## config.mk

```make
export PLATFORM = sky130hd
export DESIGN_NAME = regfile_wb_arbiter
export DESIGN_NICKNAME = d
export VERILOG_FILES = /design/src/rtl/regfile_wb_arbiter.sv
export SDC_FILE = /design/constraint.sdc
export NUM_CORES = 1
export LEC_CHECK = 0
export CAP_MARGIN = 20
export CELL_PAD_IN_SITES_DETAIL_PLACEMENT = 0
export CELL_PAD_IN_SITES_GLOBAL_PLACEMENT = 1
export CORE_UTILIZATION = 45
export DETAILED_ROUTE_END_ITERATION = 8
export PLACE_DENSITY = 0.87
export RECOVER_POWER = 25
export SLEW_MARGIN = 10
export SYNTH_ARGS = -nofsm -noshare
export SYNTH_HDL_FRONTEND = slang
export SYNTH_SLANG_ARGS = --single-unit
```

## constraint.sdc

```tcl
create_clock -name clk -period 3.3 [get_ports clk]
set_input_delay 0.66 -clock clk [delete_from_list [all_inputs] [get_ports clk]]
set_output_delay 0.66 -clock clk [all_outputs]
set_load 0.1 [all_outputs]
```

## src/rtl/regfile_wb_arbiter.sv

```systemverilog
// Register-file write-port arbiter: WB has absolute priority, auxiliary writes
// queue in a small FIFO and drain into idle slots, with hazard and starvation reporting.
module regfile_wb_arbiter #(
    parameter int DATA_W       = 32,
    parameter int ADDR_W       = 4,
    parameter int DEPTH        = 4,
    parameter int STARVE_LIMIT = 8,
    localparam int PTR_W       = $clog2(DEPTH),
    localparam int CNT_W       = PTR_W + 1
) (
    input  logic              clk,
    input  logic              rst,
    input  logic              wb_en,
    input  logic [ADDR_W-1:0] wb_dest,
    input  logic [DATA_W-1:0] wb_value,
    input  logic              aux_valid,
    output logic              aux_ready,
    input  logic [ADDR_W-1:0] aux_dest,
    input  logic [DATA_W-1:0] aux_value,
    output logic              rf_wb_en,
    output logic [ADDR_W-1:0] rf_wb_dest,
    output logic [DATA_W-1:0] rf_wb_value,
    input  logic [ADDR_W-1:0] src1,
    input  logic [ADDR_W-1:0] src2,
    input  logic              two_src,
    output logic              pending_hazard,
    output logic              stall_req,
    output logic [CNT_W-1:0]  fifo_count
);

    logic [PTR_W-1:0]  wr_ptr_reg;
    logic [PTR_W-1:0]  rd_ptr_reg;
    logic [CNT_W-1:0]  count_reg;
    logic [7:0]        starve_reg;

    logic [DEPTH-1:0]  live_vec;
    logic [DEPTH-1:0]  hit_vec;
    logic [ADDR_W-1:0] dest_arr [DEPTH];
    logic [DATA_W-1:0] value_mem [DEPTH];

    logic push;
    logic pop;
    logic rf_hit;

    assign aux_ready  = (count_reg != CNT_W'(DEPTH));
    assign push       = aux_valid && aux_ready;
    assign pop        = !wb_en && (count_reg != '0);
    assign fifo_count = count_reg;

    // Live bit and dest per entry stay in flops: every entry is compared against
    // the sources and against wb_dest in the same cycle.
    generate
        for (genvar gi = 0; gi < DEPTH; gi++) begin : g_entry
            logic              live_reg;
            logic [ADDR_W-1:0] dest_reg;

            always_ff @(posedge clk or posedge rst) begin
                if (rst) begin
                    live_reg <= 1'b0;
                    dest_reg <= '0;
                end else if (push && (wr_ptr_reg == PTR_W'(gi))) begin
                    // A same-cycle push is younger than the WB write and stays live.
                    live_reg <= 1'b1;
                    dest_reg <= aux_dest;
                end else if ((pop && (rd_ptr_reg == PTR_W'(gi))) ||
                             (wb_en && live_reg && (dest_reg == wb_dest))) begin
                    live_reg <= 1'b0;
                end
            end

            assign live_vec[gi] = live_reg;
            assign dest_arr[gi] = dest_reg;
            assign hit_vec[gi]  = live_reg &&
                                  ((dest_reg == src1) || (two_src && (dest_reg == src2)));
        end
    endgenerate

    always_ff @(posedge clk) begin
        if (push) begin
            value_mem[wr_ptr_reg] <= aux_value;
        end
    end

    always_ff @(posedge clk or posedge rst) begin
        if (rst) begin
            wr_ptr_reg <= '0;
            rd_ptr_reg <= '0;
            count_reg  <= '0;
        end else begin
            if (push) begin
                wr_ptr_reg <= wr_ptr_reg + 1'b1;
            end
            if (pop) begin
                rd_ptr_reg <= rd_ptr_reg + 1'b1;
            end
            if (push && !pop) begin
                count_reg <= count_reg + 1'b1;
            end else if (pop && !push) begin
                count_reg <= count_reg - 1'b1;
            end
        end
    end

    // A squashed head still consumes its slot but issues with the enable low.
    always_ff @(posedge clk or posedge rst) begin
        if (rst) begin
            rf_wb_en    <= 1'b0;
            rf_wb_dest  <= '0;
            rf_wb_value <= '0;
        end else if (wb_en) begin
            rf_wb_en    <= 1'b1;
            rf_wb_dest  <= wb_dest;
            rf_wb_value <= wb_value;
        end else if (pop) begin
            rf_wb_en    <= live_vec[rd_ptr_reg];
            rf_wb_dest  <= dest_arr[rd_ptr_reg];
            rf_wb_value <= value_mem[rd_ptr_reg];
        end else begin
            rf_wb_en    <= 1'b0;
        end
    end

    always_ff @(posedge clk or posedge rst) begin
        if (rst) begin
            starve_reg <= '0;
        end else if ((count_reg == '0) || pop) begin
            starve_reg <= '0;
        end else if (starve_reg != 8'hFF) begin
            starve_reg <= starve_reg + 1'b1;
        end
    end

    assign stall_req = (starve_reg >= 8'(STARVE_LIMIT));

    assign rf_hit = rf_wb_en &&
                    ((rf_wb_dest == src1) || (two_src && (rf_wb_dest == src2)));
    assign pending_hazard = (|hit_vec) || rf_hit;

endmodule

```

* Word level (Yosys, flattened, before mapping)
Memory sizes are Yosys's and may differ from the RTL's.
Index checks and enable logic that the tools add are counted.
** Cells by class
- Add/sub/neg operators :: 5
- Multipliers :: 0
- Div/mod/pow operators :: 0
- $lt $le $gt $ge :: 3
- Equality and inequality tests :: 22
- Shift operators :: 0
- Mux-type cells :: 25
- Bitwise gates (word level) :: 1
- Reduce and logical (&&, ||, !) cells :: 56
** Operator list (number)
- two-way mux 32 bit :: 2
- equality test 4 bit :: 14
- logical AND 1 bit :: 30
- two-way mux 4 bit :: 4
- two-way mux 8 bit :: 2
- nonzero test 2 bit :: 7
- two-way mux 1 bit :: 13
- logical OR 1 bit :: 11
- adder 8 x 1 -> 8 bit, second input constant :: 1
- binary-select mux 4 bit (select 2 bit) :: 1
- equality test 2 bit, second input constant :: 4
- greater-or-equal comparator 8 x 4 -> 1 bit, second input constant :: 1
- inequality test 8 bit, second input constant :: 1
- two-way mux 3 bit :: 2
- adder 2 x 1 -> 2 bit, second input constant :: 2
- equality test 2 x 1 -> 1 bit, second input constant :: 2
- zero test 2 bit :: 2
- OR reduction 4 bit :: 1
- adder 3 x 1 -> 3 bit, second input constant :: 1
- greater-or-equal comparator 3 bit, second input constant :: 1
- zero test 1 bit :: 3
- zero test 3 bit :: 1
- < comparator 2 x 3 -> 1 bit, second input constant :: 1
- inequality test 3 bit, second input constant :: 1
- 4 further kinds :: 4
** Word-level totals
- Register bits :: 72
- Latch bits :: 0
- Bits in writable memories :: 128
- Bits in read-only memories :: 0
- Input port bits :: 85
- Output and inout bits :: 43
- Word-level logic and storage cells :: 128
- Memories :: 1
** Memory list
- value_mem :: words 4, bits a word 32, rd ports 1, clocked after Yosys merged registers in 0, write ports 1, line 39 : logic [DATA_W-1:0] value_mem [DEPTH];

* Depth between registers and ports, before layout
Gate-level depths: netlist of run 1.
- Depth in word-level cells :: 6
- Mapped depth :: 11

* Least setup slack after synthesis of run 1
No wires, ideal clock.
- Path type :: reg2reg
- From :: register count_reg[2], in the netlist fifo_count[2]
- To :: register count_reg[1], in the netlist fifo_count[1]
- Setup time :: 0.126 ns
- Data arrival time :: 3.280 ns
- Required time :: 3.174 ns
- Slack :: -0.106 ns
- Cell stages (with the launch flop) :: 8
- Buffers on the path :: 1
- Clock period less this slack :: 3.406 ns
- Cells stage by stage :: dfrtp_1 > nand2_1 > and2_1 > buf_2 > ha_1 > inv_1 > fa_1 > mux2_2
** Between the ends
- Word-level cells in the longest chain between the ends :: 5
- Elaborated cells on any way between the ends :: 10
** Ends and longest elaborated chain
- start: declaration :: line 33 : logic [CNT_W-1:0] count_reg;
- start signal: assignment :: line 97 : count_reg <= count_reg + 1'b1;
- start signal: assignment :: line 99 : count_reg <= count_reg - 1'b1;
- inequality test 3 bit * :: line 45 : assign aux_ready = (count_reg != CNT_W'(DEPTH));
- via aux_ready :: line 17 : output logic aux_ready,
- logical AND 1 bit * :: line 46 : assign push = aux_valid && aux_ready;
- via push :: line 41 : logic push;
- zero test 1 bit :: line 98 : end else if (pop && !push) begin
- logical AND 1 bit :: line 98
- nonzero test 2 bit (no line)
The timed path passes the listed nets; every way through them passes the cells marked *.
A chain may end at the register's enable or synchronous reset.

* Final worst setup path of run 1
- From :: input src2[1]
- To :: output pending_hazard
** Between the ends
- Word-level cells in the longest chain between the ends :: 6
- Elaborated cells on any way between the ends :: 22
** Ends and longest elaborated chain
- start: declaration :: line 24 : input logic [ADDR_W-1:0] src2,
- equality test 4 bit :: line 74 : ((dest_reg == src1) || (two_src && (dest_reg == src2)));
- logical AND 1 bit :: line 74
- logical OR 1 bit :: line 74
- logical AND 1 bit :: line 73 : assign hit_vec[gi] = live_reg &&
- OR reduction 4 bit :: line 137 : assign pending_hazard = (|hit_vec) || rf_hit;
- logical OR 1 bit * :: line 137
- end: declaration :: line 26 : output logic pending_hazard,
Every way passes the cells marked *; elsewhere a longest branch is shown, timed or not.

==> results.py, run 1 <==
metrics = {
    "layout": {
        "layout-drive-gt1-share_pct": 20.00,
        "largest_register_ffs": 128,
        "final_cells": 970,
        "final_nets": 789,
        "mostFrequentLayoutCell": "edfxtp_1",
        "fillCellCount": 1489,
        "layout_common_cells": "edfxtp_1, dfrtp_1, nand2_1",
        "area_growth_pct": 23.64,
    },
    "yosys": {
        "synth_top_area_share_pct": 43.98,
        "syn-num-nets": 668,
        "yosys.area.top_type": "edfxtp_1",
        "synth_seq_cells": 200,
        "synthAdderAreaFrac_pct": 1.804,
        "ys_types": 36,
        "netlist_top_cells_area": "edfxtp_1, dfrtp_1, mux4_2",
        "synth-xor-area-share_pct": 6.013,
        "syn_avg_cell_area_um2": 15.31,
        "synthSimpleGateAreaFrac_pct": 4.953,
        "ys.warnings.count": 0,
        "synth_top_family_by_area": "multiplexers",
        "synthMuxAreaShare_pct": 15.96,
        "syn-instance-count": 571,
        "synthesis.area_um2": 8740,
        "seq_area_frac_synth_pct": 64.60,
        "synth_compound_area_share_pct": 3.751,
    },
    "clocking": {
        "htree_levels": 4,
        "cts.sinks": 200,
        "numCtsBuffers": 17,
        "post_cts_resized": 0,
        "cts_tree": "done",
        "clk_latency_ns": 0.42,
        "clk_pin_slew_worst_paths_ns": 0.07,
        "cts_hold_buf": 0,
        "root_buffer": "clkbuf_16",
        "cts_buffer_depth": 2,
        "post-cts-setup-buffers": 0,
    },
    "sta": {
        "rsz0062_at_grt": "no",
        "drv_slew": 0,
        "slew_headroom_pct": 34.42,
        "worstMarginPinSlew_ns": 0.9837,
        "clock_skew_ns": 0.009039,
        "period_needed_ns": 3.122,
        "period_share_pct": 94.60,
        "finalSetupViolations": 0,
        "hold_violations": 0,
        "setup_tns_ns": 0,
        "max_freq_mhz": 320.3,
    },
    "min_path": {
        "hold_path.class": "flop to flop",
    },
    "floorplan": {
        "die_y_um": 141.4,
        "fp.dieW_um": 141.4,
        "ios": 128,
        "fp.dieArea_um2": 19980,
        "rows": 50,
        "start_util_pct": 46.26,
        "core_area_um2": 18890,
    },
    "power_and_ir_drop": {
        "internal-power_uw": 6342,
        "pwr-share-comb_pct": 41.0,
        "ir_drop_mv": 0.5765,
        "pwr-share-seq_pct": 38.0,
        "p_sw_share_pct": 40.50,
        "switchingPower_uw": 4318,
        "power.density_nw_per_um2": 986.5,
        "p_leak_uw": 0.004269,
        "clkPwrFrac_pct": 21.0,
    },
    "placed_design": {
        "gp_congestion": 0.8732,
        "dp_hpwl_um": 12100,
        "dp.cells": 933,
        "port_buffers": 127,
    },
    "grt": {
        "antenna_found_initial": 6,
        "grt_max_degree": 79,
        "grt-ovfl-total": 0,
        "grt_usage_pct": 19.58,
        "grt_pass1_vias": 5454,
        "grt_pass1_wl_um": 29040,
    },
    "outcome": {
        "status": "completed",
    },
    "setup_path": {
        "arrival_ns": 2.46,
        "cp_max_fo": 4,
        "path_class": "input pin to output port",
        "start_kind": "input pin",
        "cp.required_ns": 2.64,
        "end_kind": "output port",
    },
    "routing": {
        "routed_wl_um": 18380,
        "antenna_left": 0,
        "vias_per_cell": 5.301,
        "dr.pass1.iters": 5,
        "first_iter_violations": 288,
        "wire_per_inst_um": 18.95,
        "route.detailed.drc": 0,
        "vias": 5142,
    },
    "flow_run": {
        "drv_cap": 0,
    },
}
-- worst paths after layout --
path,from,endpoint,slack (ns),cells past startpoint
max,src2[1],pending_hazard,0.18,7
min,fifo_count[2]$_DFFE_PP0P_,fifo_count[2]$_DFFE_PP0P_,0.54,1
max reg2reg,fifo_count[0]$_DFFE_PP0P_,fifo_count[2]$_DFFE_PP0P_,0.83,9
min reg2reg,fifo_count[2]$_DFFE_PP0P_,fifo_count[2]$_DFFE_PP0P_,0.54,1
max in group asynchronous,rst,rf_wb_dest[1]$_DFFE_PP0P_,1.91,3
min in group asynchronous,rst,rf_wb_value[18]$_DFFE_PP0P_,0.65,2
-- area by class of cell --
class | instances | area (µm²) | share of cell area (%)
repair buffers | 136 | 1251 | 11.58
diodes | 5 | 12.51 | 0.1158
clock buffers | 22 | 454.2 | 4.203
clock inverters | 10 | 191.4 | 1.772
inverters | 17 | 65.06 | 0.6021
well taps | 260 | 325.3 | 3.011
multi-input cells | 320 | 2858 | 26.45
flip-flops and latches | 200 | 5648 | 52.27
-- per-stage QoR --
step           util, %  setup slack [ns]  power (µW)  hold WS [ns]  area, µm²
4_1_cts          57.05            0.1236       10760        0.5467      10780
3_5_place_dp     53.63            0.1512        8497        0.5327      10130
3_3_place_gp     53.63            0.2400        8367        0.5102      10130
6_report         57.19            0.1784       10660        0.5417      10810
5_1_grt          57.14           0.06721       11140        0.5784      10800
2_1_floorplan        -            0.1854        7331        0.4575       8742
-- cell usage after synthesis, drive strengths merged --
cell	count
a211oi	2
a21o	1
a21oi	1
a222oi	2
a31oi	1
a32oi	4
and2	2
and3	2
buf	16
clkbuf	18
dfrtp	72
edfxtp	128
fa	1
ha	11
inv	17
mux2	17
mux2i	37
mux4	37
nand2	61
nand3	4
nand4	4
nor2	12
nor2b	1
nor3	6
nor4	6
nor4b	1
o211ai	2
o21ai	41
o22ai	3
or3	1
xnor2	19
xor2	41
-- metal layers --
layer  routed length, µm  global-route usage [%]  up-vias
met1                7723                   24.76     2595
met2                9329                   33.14      167
met3                1148                   5.332       23
met5                  12                       0        -
li1                    -                       -     2355
met4                 167                   5.606        2
-- worst max-delay path, stage by stage --
cell and delay (ns):
clkdlybuf4s50_1 0.57, inv_1 0.13, a222oi_1 0.39, nor4b_4 0.26, a211oi_1 0.09, nand4_1 0.17
buf_12 0.19
-- cells by family (layout without fill, tap and decap cells) --
logic type	count (synthesis)	in the layout
xor gates and xnor gates	60	60
adders and majority gates	12	12
and+or+nand+nor	100	100
DFF	200	200
muxes	91	91
AOI/OAI and AO/OA	57	57
other	0	5
buffers and inverters	51	185
-- power groups by stage --
stage / sequential (µW) / clock, µW / combinational [µW]
floorplan: 5150 / 0 / 2180
global placement: 4070 / 0 / 4300
detailed placement: 4100 / 0 / 4390
CTS: 4060 / 2280 / 4410
global route: 4140 / 2370 / 4640
finish: 4050 / 2240 / 4370
No activity file was read; power rests on OpenSTA's default activity.
==> run 2: changes to the inputs <==
Settings changed: DONT_BUFFER_PORTS set to 1, GPL_TIMING_DRIVEN set to 0, PLACE_DENSITY 0.87 to 0.77.
==> run 2 against run 1 <==
Compared with the run above: cell area decreased by 9.0%; critical path depth unchanged; clock skew increased by 0.012 ns; combinational power decreased by 37%; hold slack got worse by 0.24 ns; sequential power increased by 32%; critical path type is now flop to flop.
==> results.py, run 2 (synthesis gave the netlist of run 1 again) <==
metrics = {
    "min_path": {
        "holdCritStartpoint": "aux_value[26]",
        "hold_path.class": "input pin to flop",
        "whs_path_depth": 0,
    },
    "layout": {
        "final_area_um2": 9831,
        "mostFrequentLayoutCell": "edfxtp_1",
        "layout_common_cells": "edfxtp_1, dfrtp_1, nand2_1",
        "fillCellCount": 1585,
        "largest_register_ffs": 128,
        "layout-drive-gt1-share_pct": 18.39,
        "final_nets": 693,
        "antenna_cells": 0,
        "final_cells": 869,
        "area_growth_pct": 12.48,
    },
    "floorplan": {
        "fp.dieW_um": 141.4,
        "rows": 50,
        "core_area_um2": 18890,
        "ios": 128,
        "fp.dieArea_um2": 19980,
        "die_y_um": 141.4,
        "start_util_pct": 46.26,
    },
    "clocking": {
        "numCtsBuffers": 17,
        "cts.sinks": 200,
        "clk_latency_ns": 0.45,
        "clk_pin_slew_worst_paths_ns": 0.08,
        "cts_hold_buf": 0,
        "root_buffer": "clkbuf_16",
        "cts_buffer_depth": 2,
        "post-cts-setup-buffers": 0,
        "cts_tree": "done",
        "htree_levels": 4,
    },
    "placed_design": {
        "dp.cells": 837,
        "dp_hpwl_um": 13460,
        "dpl-instance-area_um2": 9200,
        "port_buffers": 0,
        "gp_congestion": 0.8366,
    },
    "routing": {
        "dr.pass1.iters": 4,
        "vias_per_cell": 5.445,
        "vias": 4732,
        "antenna_left": 0,
        "route.detailed.drc": 0,
        "first_iter_violations": 316,
        "routed_wl_um": 19220,
        "wire_per_inst_um": 22.12,
    },
    "flow_run": {
        "drv_cap": 0,
    },
    "grt": {
        "grt_busiest_layer": "met2",
        "antenna_found_initial": 0,
        "grt_pass1_vias": 5170,
        "grt_max_degree": 50,
        "use_met2_pct": 34.21,
        "grt_pass1_wl_um": 29630,
        "grt_usage_pct": 20.57,
        "grt-ovfl-total": 0,
        "use_met3_pct": 6.547,
        "use_met1_pct": 25.03,
    },
    "power_and_ir_drop": {
        "ir_drop_mv": 0.6731,
        "power.density_nw_per_um2": 1042,
        "p_leak_uw": 0.003808,
    },
    "sta": {
        "period_share_pct": 96.90,
        "rsz0062_at_grt": "no",
        "max_freq_mhz": 312.7,
        "period_needed_ns": 3.198,
        "clock_skew_ns": 0.02130,
        "drv_slew": 0,
        "finalSetupViolations": 0,
        "hold_violations": 0,
        "slew_headroom_pct": 12.90,
        "setup_tns_ns": 0,
        "worstMarginPinSlew_ns": 1.299,
    },
    "setup_path": {
        "slowest_delay_ns": 0.99,
        "start_kind": "flop",
        "path_cells": "nand2_2, and2_1, buf_2, ha_1, inv_1, fa_1, mux2_2",
        "cp_max_fo": 8,
        "cp.required_ns": 3.64,
        "r2r-start": "fifo_count[2]$_DFFE_PP0P_",
        "cp_slowest_cell": "dfrtp_1",
        "end_kind": "flop",
        "arrival_ns": 3.53,
        "startpoint": "fifo_count[2]$_DFFE_PP0P_",
        "reg2reg_depth": 7,
        "path_class": "flop to flop",
    },
    "outcome": {
        "status": "completed",
    },
}
## run 2: final timing paths
| check | end | slack [ns] |
|---|---|---|
| max | fifo_count[1]$_DFFE_PP0P_ | 0.10 |
| min | value_mem[3][26]$_DFFE_PP_ | 0.30 |
| max reg2reg | fifo_count[1]$_DFFE_PP0P_ | 0.10 |
| min reg2reg | g_entry[1].live_reg$_DFFE_PP0P_ | 0.55 |
| max in group asynchronous | starve_reg[5]$_DFFE_PP0P_ | 2.15 |
| min in group asynchronous | rf_wb_value[26]$_DFFE_PP0P_ | 0.35 |
## run 2: worst max-delay path: cells and delay by family, from the launching register on
family,cells,cell delay (ns)
AND/OR/NAND/NOR,2,0.94
buffers and inverters,2,0.24
multiplexers,1,0.27
adder cells (fa/ha/maj),2,0.65
flip-flops,1,0.99
## run 2: timing repair
| item | 4_1_cts | 5_1_grt |
|---|---|---|
| endpoints found under the setup margin | 0 | 40 |
| gates resized for setup | 0 | 1 |
| endpoints found under the hold margin | 0 | 0 |
## run 2: metal layers
layer  up-vias  routed length, µm
met1      2400               7804
met2       147               9698
met5         -                  0
met4         0                308
met3        23               1413
li1       2162                  -
## run 2: report_power, final
part	total (µW)	switching (µW)	leakage (µW)	internal [µW]
Clock	2140	1010	0.000305	1140
Sequential	5330	2000	0.00204	3330
Combinational	2770	1410	0.00146	1370
Total	10200	4420	0.00381	5830
## run 2: metrics by stage
stage	hold slack, ns	worst slack, ns	power (µW)	utilization (%)
finish	0.3015	0.1021	10250	52.03
global route	0.2843	0.009585	10700	52.03
floorplan	0.4575	0.1854	7331	-
CTS	0.05335	0.09562	10350	52.03
detailed placement	0.5204	0.1086	8199	48.70
global placement	0.5063	-0.6008	8011	47.99
## run 2: cell type report
type / count / area, µm² / share of cell area [%]
buffer: 34 / 191.4 / 1.947
clock buffer: 18 / 450.4 / 4.582
clock inverter: 14 / 180.2 / 1.833
inverter: 17 / 65.06 / 0.6618
multi-input combinational: 320 / 2841 / 28.90
tap: 260 / 325.3 / 3.309
timing repair buffer: 6 / 130.1 / 1.324
sequential: 200 / 5647 / 57.44
==> run 3: changes to the inputs <==
Settings changed: GPL_TIMING_DRIVEN 0 to not set.
==> run 3 against run 2 <==
Compared with the run above: maximum frequency is 14% higher; total power decreased by 3.2%; worst setup slack improved by 0.39 ns; global-route usage down 1.4 points; sequential share of layout area rose by 1.4 points; register-to-register slack improved by 0.83 ns; clock-buffer cell count is 1 higher; non-clock buffer count shrank 22; routed wire length fell by 7.8%; final cell count fell by 2.5%; sequential power is 4.1% lower; clock power decreased by 9%; critical endpoint is now pending_hazard.
==> results.py, run 3 (synthesis gave the netlist of run 1 again) <==
metrics = {
    "grt": {
        "grt_max_degree": 80,
        "grt_usage_pct": 19.20,
        "grt_pass1_wl_um": 28160,
        "grt-ovfl-total": 0,
        "grt_pass1_vias": 5030,
        "antenna_found_initial": 0,
    },
    "setup_path": {
        "r2r_setup_slack_ns": 0.93,
        "cp_max_fo": 5,
        "reg2reg_depth": 10,
        "start_kind": "flop",
        "path_class": "flop to output port",
        "arrival_ns": 2.15,
        "end_kind": "output port",
        "cp.required_ns": 2.64,
        "r2r-end": "fifo_count[2]$_DFFE_PP0P_",
        "r2r-start": "fifo_count[0]$_DFFE_PP0P_",
        "slowest_delay_ns": 0.50,
        "path_cells": "xor2_1, nor4_1, o21ai_0, nand4_1, buf_4",
        "cp_slowest_cell": "dfrtp_1",
    },
    "placed_design": {
        "dp_hpwl_um": 11520,
        "dp.cells": 815,
        "place_ws_ns": 0.7869,
        "port_buffers": 0,
        "gp_congestion": 0.8645,
    },
    "power_and_ir_drop": {
        "pwr-share-seq_pct": 51.6,
        "p_leak_uw": 0.003712,
        "switchingPower_uw": 4268,
        "p_sw_share_pct": 43.02,
        "internal-power_uw": 5653,
        "clkPwrFrac_pct": 19.5,
        "ir_drop_mv": 0.6474,
        "power.density_nw_per_um2": 1033,
        "pwr-share-comb_pct": 28.9,
    },
    "layout": {
        "largest_register_ffs": 128,
        "layout-drive-gt1-share_pct": 18.40,
        "layout_common_cells": "edfxtp_1, dfrtp_1, nand2_1",
        "final_cells": 847,
        "final_nets": 671,
        "area_growth_pct": 9.864,
        "antenna_cells": 0,
        "fillCellCount": 1606,
        "utilization_pct": 50.82,
        "mostFrequentLayoutCell": "edfxtp_1",
    },
    "floorplan": {
        "die_y_um": 141.4,
        "fp.dieArea_um2": 19980,
        "rows": 50,
        "ios": 128,
        "fp.dieW_um": 141.4,
        "start_util_pct": 46.26,
        "core_area_um2": 18890,
    },
    "sta": {
        "max_freq_mhz": 355.6,
        "period_share_pct": 85.22,
        "setup_ws_ns": 0.4879,
        "clock_skew_ns": 0.009678,
        "finalSetupViolations": 0,
        "rsz0062_at_grt": "no",
        "slew_headroom_pct": 31.76,
        "drv_slew": 0,
        "hold_violations": 0,
        "setup_tns_ns": 0,
        "period_needed_ns": 2.812,
        "worstMarginPinSlew_ns": 1.024,
    },
    "routing": {
        "dr.pass1.iters": 5,
        "first_iter_violations": 291,
        "vias_per_cell": 5.383,
        "wire_per_inst_um": 20.92,
        "antenna_left": 0,
        "vias": 4559,
        "routed_wl_um": 17720,
        "route.detailed.drc": 0,
    },
    "clocking": {
        "cts_tree": "done",
        "clk_latency_ns": 0.43,
        "htree_levels": 4,
        "post_cts_resized": 0,
        "post-cts-setup-buffers": 0,
        "cts_buffer_depth": 2,
        "root_buffer": "clkbuf_16",
        "clk_pin_slew_worst_paths_ns": 0.07,
        "cts_hold_buf": 0,
        "cts.sinks": 200,
        "numCtsBuffers": 17,
    },
    "flow_run": {
        "drv_cap": 0,
    },
    "outcome": {
        "status": "completed",
    },
    "min_path": {
        "hold_path.class": "input pin to asynchronous set/reset pin",
    },
}
-- run 3: cell types whose count changed in the layout (fill, tap and decap cells not counted), moves of 3 or more --
cell,change
buf_2,-6
clkbuf_1,-16
clkinv_1,+3
clkinv_8,-3
inv_6,+4
buf_1,-3
buf_4,+15
buf_6,-6
-- run 3: worst max path at each step --
stage	end	startpoint	slack [ns]	depth (start not counted)
finish	pending_hazard	g_entry[1].dest_reg[0]$_DFFE_PP0P_	0.49	5
global route	pending_hazard	g_entry[2].dest_reg[3]$_DFFE_PP0P_	0.34	6
detailed placement	pending_hazard	src2[1]	0.79	6
CTS	pending_hazard	g_entry[2].dest_reg[3]$_DFFE_PP0P_	0.49	6
global placement	pending_hazard	src2[1]	0.86	6
floorplan	value_mem[0][0]$_DFFE_PP_	fifo_count[0]$_DFFE_PP0P_	0.19	6
-- run 3: layer usage --
layer | wire, µm | part of all wire, % | track usage, %
met2 | 8967 | 51 | 32.78
met5 | 0 | 0 | 0
met4 | 185 | 1.0 | 5.263
met3 | 1295 | 7.3 | 6.919
met1 | 7271 | 41 | 22.96
-- run 3: critical path: cells and delay by family, from the launching register on --
family | cells | cell delay (ns)
XOR/XNOR | 1 | 0.21
flip-flops | 1 | 0.50
AND/OR/NAND/NOR | 2 | 0.56
buffers and inverters | 1 | 0.29
AO/OA/AOI/OAI | 1 | 0.16
-- run 3: power by group through the flow --
stage / Sequential, µW / Clock, µW / Combinational [µW]
2_1_floorplan: 5150 / 0 / 2180
3_3_place_gp: 5160 / 0 / 2850
3_5_place_dp: 5190 / 0 / 2910
4_1_cts: 5140 / 1970 / 2930
5_1_grt: 5210 / 2060 / 3140
6_report: 5110 / 1940 / 2870
-- run 3: area by class of cell --
cell class / count / area, µm² / area share (%)
clock buffer: 19 / 432.9 / 4.509
clock inverter: 13 / 115.1 / 1.199
inverter: 17 / 65.06 / 0.6776
multi-input combinational: 320 / 2843 / 29.61
sequential: 200 / 5648 / 58.82
tap: 260 / 325.3 / 3.388
timing repair buffer: 18 / 172.7 / 1.798
-- run 3: metrics by stage --
step                instance area, µm²  hold WS, ns  power (µW)
floorplan                         8742       0.4575        7331
global placement                  9054       0.5080        8003
detailed placement                9054       0.5269        8104
CTS                               9602       0.1930       10040
global route                      9602       0.2034       10410
finish                            9602       0.1618        9921
